[src/rtl/pulse_former_pkg.sv]
// Shared definitions for the pulse former: FSM state encoding and default counter width.
package pulse_former_pkg;

  localparam int CNT_W_DEFAULT = 16;

  typedef enum logic [1:0] {
    IDLE   = 2'd0,
    DELAY  = 2'd1,
    ACTIVE = 2'd2
  } state_t;

endpackage

[src/rtl/pf_down_counter.sv]
// Saturating down-counter with synchronous load; zero flag reflects the current count.
module pf_down_counter #(
  parameter int CNT_W = 16
) (
  input  logic             clk,
  input  logic             reset,
  input  logic             load,
  input  logic             enable,
  input  logic [CNT_W-1:0] load_val,
  output logic             zero
);

  logic [CNT_W-1:0] count_reg;

  // Load wins over decrement; the count holds at zero instead of wrapping.
  always_ff @(posedge clk) begin
    if (reset) begin
      count_reg <= '0;
    end else if (load) begin
      count_reg <= load_val;
    end else if (enable && (count_reg != '0)) begin
      count_reg <= count_reg - CNT_W'(1);
    end
  end

  assign zero = (count_reg == '0);

endmodule

[src/rtl/pulse_former.sv]
// Trigger-to-pulse shaper: programmable delay, programmable width, optional retrigger.
module pulse_former
  import pulse_former_pkg::*;
#(
  parameter int CNT_W = CNT_W_DEFAULT
) (
  input  logic             clk,
  input  logic             reset,
  input  logic             trig,
  input  logic [CNT_W-1:0] delay,
  input  logic [CNT_W-1:0] width,
  input  logic             retrig_en,
  output logic             q,
  output logic             busy,
  output logic             done,
  output logic             missed
);

  state_t           state_reg;
  logic [CNT_W-1:0] width_lat_reg;

  logic             d_load;
  logic             d_zero;
  logic [CNT_W-1:0] d_val;
  logic             w_load;
  logic             w_zero;
  logic [CNT_W-1:0] w_val;
  logic [CNT_W-1:0] width_m1;
  logic [CNT_W-1:0] width_lat_m1;

  // Counters hold "remaining cycles minus one"; a width of zero behaves as one.
  assign width_m1     = (width == '0) ? '0 : width - CNT_W'(1);
  assign width_lat_m1 = (width_lat_reg == '0) ? '0 : width_lat_reg - CNT_W'(1);

  always_comb begin
    d_load = 1'b0;
    d_val  = delay - CNT_W'(1);
    w_load = 1'b0;
    w_val  = width_m1;
    case (state_reg)
      IDLE: begin
        if (trig) begin
          if (delay == '0) begin
            w_load = 1'b1;
          end else begin
            d_load = 1'b1;
          end
        end
      end
      DELAY: begin
        if (d_zero) begin
          w_load = 1'b1;
          w_val  = width_lat_m1;
        end
      end
      ACTIVE: begin
        if (trig && retrig_en) begin
          w_load = 1'b1;
        end
      end
      default: begin
        w_load = 1'b0;
      end
    endcase
  end

  pf_down_counter #(.CNT_W(CNT_W)) u_delay_cnt (
    .clk      (clk),
    .reset    (reset),
    .load     (d_load),
    .enable   (state_reg == DELAY),
    .load_val (d_val),
    .zero     (d_zero)
  );

  pf_down_counter #(.CNT_W(CNT_W)) u_width_cnt (
    .clk      (clk),
    .reset    (reset),
    .load     (w_load),
    .enable   (state_reg == ACTIVE),
    .load_val (w_val),
    .zero     (w_zero)
  );

  always_ff @(posedge clk) begin
    if (reset) begin
      state_reg     <= IDLE;
      width_lat_reg <= '0;
      q             <= 1'b0;
      busy          <= 1'b0;
      done          <= 1'b0;
      missed        <= 1'b0;
    end else begin
      done   <= 1'b0;
      missed <= 1'b0;
      case (state_reg)
        IDLE: begin
          if (trig) begin
            width_lat_reg <= width;
            busy          <= 1'b1;
            if (delay == '0) begin
              state_reg <= ACTIVE;
              q         <= 1'b1;
            end else begin
              state_reg <= DELAY;
            end
          end
        end
        DELAY: begin
          if (trig) begin
            missed <= 1'b1;
          end
          if (d_zero) begin
            state_reg <= ACTIVE;
            q         <= 1'b1;
          end
        end
        ACTIVE: begin
          // A retrigger reloads the width counter and keeps q high, even on the last edge.
          if (!(trig && retrig_en)) begin
            if (trig) begin
              missed <= 1'b1;
            end
            if (w_zero) begin
              state_reg <= IDLE;
              q         <= 1'b0;
              busy      <= 1'b0;
              done      <= 1'b1;
            end
          end
        end
        default: begin
          state_reg <= IDLE;
          q         <= 1'b0;
          busy      <= 1'b0;
        end
      endcase
    end
  end

endmodule

[config.mk]
export PLATFORM = sky130hd
export DESIGN_NAME = pulse_former
export DESIGN_NICKNAME = d
export VERILOG_FILES = /design/src/rtl/pulse_former_pkg.sv /design/src/rtl/pf_down_counter.sv /design/src/rtl/pulse_former.sv
export SDC_FILE = /design/constraint.sdc
export NUM_CORES = 1
export LEC_CHECK = 0
export ABC_AREA = 1
export BUFFER_PORTS_ARGS = -buffer_cell sky130_fd_sc_hd__buf_4
export CAP_MARGIN = 40
export CORE_UTILIZATION = 57
export CTS_BUF_LIST = sky130_fd_sc_hd__clkbuf_4 sky130_fd_sc_hd__clkbuf_8
export DETAILED_ROUTE_END_ITERATION = 7
export GPL_TIMING_DRIVEN = 0
export HOLD_SLACK_MARGIN = 0.12
export PLACE_DENSITY = 0.77
export SKIP_LAST_GASP = 1
export SLEW_MARGIN = 15
export SYNTH_ARGS = -nofsm -noshare
export SYNTH_HDL_FRONTEND = slang
export SYNTH_SLANG_ARGS = --single-unit
[constraint.sdc]
create_clock -name clk -period 3.5 [get_ports clk]
set_input_delay 0.7 -clock clk [delete_from_list [all_inputs] [get_ports clk]]
set_output_delay 0.7 -clock clk [all_outputs]
set_load 0.03 [all_outputs]
# [Word-level counts from Yosys, hierarchy flattened]
# Index checks and enable logic that the tools add are counted.
[classes] add_sub_neg=5 eq_ne=7 muxes=34 bitwise=2 n_reduce_logical=18
[ops] op="two-way mux 16 bit" count=8
[ops] op="logical NOT 16 bit" count=5
[ops] op="subtractor 16 x 1 -> 16 bit (second input constant)" count=5
[ops] op="nonzero test 16 bit" count=2
[ops] op="two-way mux 1 bit" count=16
[ops] op="two-way mux 2 bit" count=5
[ops] op="inequality test 2 bit (second input constant)" count=5
[ops] op="one-hot mux 1 bit (3 select lines)" count=3
[ops] op="AND reduction 4 bit" count=2
[ops] op="one-hot mux 2 bit (3 select lines)" count=1
[ops] op="AND reduction 5 bit" count=1
[ops] op="nonzero test 2 bit" count=2
[ops] op="logical AND 1 bit" count=3
[ops] op="OR reduction 3 bit" count=1
[ops] op="== test 2 x 1 -> 1 bit (second input constant)" count=1
[ops] op="== test 2 bit (second input constant)" count=1
[ops] op="logical NOT 2 bit" count=1
[ops] op="inverter 1 bit" count=2
[ops] op="one-hot mux 1 bit (2 select lines)" count=1
[ops] op="AND reduction 2 bit" count=1
[word_totals] reg_bits=54 in_bits=36 out_inout_bits=4 word_cells=74

# [Depth between registers and ports, before layout]
[logic_depth] word_depth=5 ltp_mapped=17 depth_no_buf=16

# [Cells and area by module]
# Synthesis repeated with hierarchy kept, for this count alone.
[unflattened] hier_cells=802 area_unflattened_um2=4680.7
[modules_own_cells] mod="pf_down_counter" instances=2 cells_each=212 area_each_um2=1194.9 seq_area_each_um2=320.3
[modules_own_cells] mod="pulse_former" instances=1 cells_each=378 area_each_um2=2290.9 seq_area_each_um2=440.4

# [Worst setup path after synthesis]
# Ideal clock, no wire load.
[synth_path] path_type="input to register" startpoint="input port delay[5]" endpoint="register u_delay_cnt.count_reg[8]" setup_ps=114 t_arrival_ps=2144 required_time_ps=3386 path_slack_ps=1242 stages=16 path_buffers=1 cell_sequence="nor2_1 nand2_1 nor2_2 nand2_2 buf_6 nand3b_2 nand2_1 ha_1 nand2_4 inv_2 nand2_1 nor2_2 nand2_1 nand2_1 o21bai_1 inv_1"
[synth_via] elab_chain_cells=5 word_cells_on_any_way=7 classes_between="1 x add/sub; 4 x mux; 2 x reduce/logical"
[synth_rtl] element="from (decl)" line_no="pulse_former.sv:10" source="input logic [CNT_W-1:0] delay,"
[synth_rtl] element="parallel branches: the longest is 5 deep, another holds subtractor 16 x 1 -> 16 bit"
[synth_rtl] element="to (signal assigned)" line_no="pf_down_counter.sv:20" source="count_reg <= load_val;"
[synth_rtl] element="to (signal assigned)" line_no="pf_down_counter.sv:22" source="count_reg <= count_reg - CNT_W'(1);"
[synth_rtl] element="to (decl)" line_no="pf_down_counter.sv:13" source="logic [CNT_W-1:0] count_reg;"
# Several ways; the timed one is not identified.
# A chain may end at the register's enable or synchronous reset.

# [Worst setup path after layout]
[layout_path] startpoint="register state_reg[1]" endpoint="register u_delay_cnt.count_reg[8]"
[layout_via] elab_chain_cells=3 word_cells_on_any_way=6 classes_between="1 x eq/ne; 2 x mux; 3 x reduce/logical"
[layout_rtl] element="from (decl)" line_no="pulse_former.sv:19" source="state_t state_reg;"
[layout_rtl] element="from (signal assigned)" line_no="pulse_former.sv:87" source="state_reg <= IDLE;"
[layout_rtl] element="from (signal assigned)" line_no="pulse_former.sv:102" source="state_reg <= ACTIVE;"
[layout_rtl] element="from (signal assigned)" line_no="pulse_former.sv:105" source="state_reg <= DELAY;"
[layout_rtl] element="logical NOT 2 bit / == test 2 x 1 -> 1 bit (equally long branches)" line_no="pulse_former.sv:40, pulse_former.sv:71"
[layout_rtl] element="two-way mux 1 bit / logical AND 1 bit (equally long branches)" line_no="pulse_former.sv:40, pf_down_counter.sv:21"
[layout_rtl] element="two-way mux 16 bit / nonzero test 2 bit (equally long branches)"
# Parallel ways exist; a longest one is shown, timed or not.

==> summary.md <==
| Metric | Value |
|---|---|
| Post-synthesis cell count | approximately 690 |
| PD cells | 812 nW/um2 |
| Critical path cell sequence | inv_1 > ha_1 > nand2_2 > clkinv_2 > buf_6 > nand3b_2 > nand2_1 > ha_1 > nand2_4 > inv_2 > nand2_1 > nor2_2 > nand2_1 > nand2_1 > o21bai_1 > inv_1 |
| Max_cap viols | 0 |
| Root Driver | clkbuf_8 |
| CTS Buf Count | 5 |
| Part of the cycle the worst path needs | 0.710 |
| Clock transition at the registers of the reported paths | 110 ps |
| Pleak | ~2.4 nW |
| Area delta synth->final | 11.6% |
| DRT Pass-1 Iters | 5 |
| Fin. max-slew vios | 0 |
| Share of cells above drive strength 1 | 0.144 |
| Final nets | about 780 |
| Routed wire length | about 12000 um |
| Placeable Area | around 7300 um2 |
| Die footprint | around 8000 um2 |
| CP peak stage delay | 420 ps |
| Least-Margin Pin Slew | between 600 and 700 ps |
| Global-route wire length before repair | ~19000 um |
| Slew margin rel. | 0.597 |
| Setup TNS | 0 ps |
| Syn. warnings | 0 |
| Vias in the first global route | around 4.2k |
| Via/cell ratio | about 5.5 |
| Setup violations, final | 0 |
| Die height | ~89 um |
| Post_cts resized | 0 |
| Gpl congestion | between 0.9 and 1 |
| Setup Buffers After CTS | 0 |
| Syn_nets | 735 |
| RSZ-0062 raised after global routing | no |
| Htree depth | 2 |
| Largest net degree at the start of global routing | 17 |
| Hold Buf Count CTS | 0 |
| Cell family with most CP delay | simple AND/OR/NAND/NOR gates |
| Total GRT Usage | 0.318 |
| CP Max Fanout | 10 |
| Via count | roughly 4.6k |
| Initial antenna violation count | 0 |
| Post-synthesis register bit count | 54 |
| Post-route minimum period | approximately 2500 ps |
| Die Wd | 89.0 um |
| Worst setup path class | flop to flop |
| Initial Util | 0.591 |
| Post-synth cell types | 42 |
| Synth Area per Inst | ~6.3 um2 |
| Slowest CP cell | dfxtp_1 |
| Pwr Total | roughly 3.9 mW |
| Hold Vio Cnt, Final | 0 |
| Min-Delay Path Class | flop to flop |
| Global route total overflow | 0 |
| HPWL Detailed | 9370 um |
| Crit path capture type | flop |
| CTS tree | built |
| Register area share after synthesis | 0.251 |
| IO Port Bufs | 39 |
| Diode count | 0 |
| Wire length per cell | about 14 um |
| Worst clock skew | 9.90 ps |
| Sink Count | 54 |
| Worst VDD drop | 0.402 mV |
| Arr. time, crit path | 2710 ps |
| Worst-Skew Late Latency | about 320 ps |
| Crit path top cell by count | nand2_1 |
| CP required | 3730 ps |
| Layout fillers | between 700 and 800 |
| Max clock buf depth | 2 |
| Detailed Route Iter0 Violations | roughly 280 |
| Area occupied by registers | roughly 1100 um2 |
| CP bufs+invs | 5 |
| Peak Freq | 402 MHz |
| Remaining antenna violation count | 0 |
| CP startpoint kind | flop |
| Outcome | completed |
| Footprint of the multi-input gates | 2690 um2 |
| Residual DRC | 0 |
| Ports | 40 |
| Cell Rows | 31 |
| Mapped Area | about 4300 um2 |
-- through the flow --
stage | utilization | setup WS [ps] | cells | cell area [um2] | hold WS (ps)
2_1_floorplan | - | 1240 | 689 | 4310 | 450
3_3_place_gp | 0.649 | 781 | 827 | 4730 | 438
3_5_place_dp | 0.649 | 768 | 827 | 4730 | 447
4_1_cts | 0.660 | 1030 | 834 | 4810 | 461
5_1_grt | 0.660 | 818 | 834 | 4810 | 489
6_report | 0.660 | 1010 | 834 | 4810 | 453
-- worst paths after layout --
| kind | startpoint | to | slack (ps) | depth (start not counted) |
|---|---|---|---|---|
| worst max-delay path | state_reg[1] | u_delay_cnt.count_reg[8] | 1010 | 16 |
| worst min-delay path | q | q | 450 | 2 |
| worst max register to register | state_reg[1] | u_delay_cnt.count_reg[8] | 1010 | 16 |
| worst min register to register | q | q | 450 | 2 |
-- cells in the final DEF, fill, tap and decap left out, drive strengths merged --
cell type	Yosys	routed
a2111oi	1	1
a21oi	34	34
a31oi	5	5
buf	13	52
clkbuf	9	14
clkinv	1	2
dfxtp	54	54
ha	10	10
inv	106	107
mux2	1	1
nand2	158	158
nand3	53	53
nand3b	11	11
nand4	10	10
nor2	88	88
nor3	14	14
nor4	4	4
o2111ai	1	1
o211ai	8	8
o21a	1	1
o21ai	63	63
o21bai	1	1
o221ai	1	1
o22ai	9	9
or2	5	5
xnor2	10	10
xor2	18	18
-- logic make-up after synthesis --
group                    Yosys count  synth area share
AO/OA/AOI/OAI                    124             0.159
XOR/XNOR                          28            0.0569
adder cells (fa/ha/maj)           10            0.0290
buffers and inverters            129             0.126
flip-flops                        54             0.251
multiplexers                       1           0.00261
AND/OR/NAND/NOR                  343             0.376
-- cell usage after synthesis (all sizes together) --
| cell | count | area share |
|---|---|---|
| o21a | 1 | 0.0017 |
| o22ai | 9 | 0.013 |
| nand3 | 53 | 0.064 |
| nor2 | 88 | 0.086 |
| o221ai | 1 | 0.0020 |
| nand2 | 158 | 0.16 |
| ha | 10 | 0.029 |
| or2 | 5 | 0.0073 |
| xnor2 | 10 | 0.020 |
| a31oi | 5 | 0.0073 |
| nor4 | 4 | 0.0058 |
| nand3b | 11 | 0.020 |
| a21oi | 34 | 0.039 |
| xor2 | 18 | 0.037 |
| a2111oi | 1 | 0.0020 |
| nand4 | 10 | 0.015 |
| o211ai | 8 | 0.015 |
| o21bai | 1 | 0.0017 |
| nor3 | 14 | 0.020 |
| o21ai | 63 | 0.073 |
| buf | 13 | 0.024 |
| dfxtp | 54 | 0.25 |
| mux2 | 1 | 0.0026 |
| o2111ai | 1 | 0.0035 |
| inv | 106 | 0.093 |
| clkbuf | 9 | 0.0078 |
| clkinv | 1 | 0.0012 |
-- worst min-delay path, cell delays in order (launching register included) --
cell,delay [ps]
dfxtp_1,320
inv_1,50
a21oi_1,50
-- routing by layer --
metal | part of all wire | GRT usage | routed length, um
met5 | 0 | 0 | 0
met4 | 0.028 | 0.134 | 339
met3 | 0.060 | 0.0397 | 719
met2 | 0.48 | 0.566 | 5840
met1 | 0.43 | 0.386 | 5180
-- where the power goes --
part	switching (mW)	total (mW)	leakage [nW]	internal (mW)
Sequential	0.161	0.988	0.445	0.827
Combinational	1.64	2.56	1.87	0.913
Clock	0.226	0.365	0.0444	0.139
Total	2.03	3.91	2.36	1.88
-- layout make-up --
cell class                      count  area share
Inverter                          107      0.0842
Clock inverter                      2     0.00286
Multi-Input combinational cell    506       0.559
Tap cell                           99      0.0257
Clock buffer                        5      0.0143
Sequential cell                    54       0.225
Timing Repair Buffer               39      0.0608
Buffer                             22      0.0289
No activity file was read; power rests on OpenSTA's default activity.
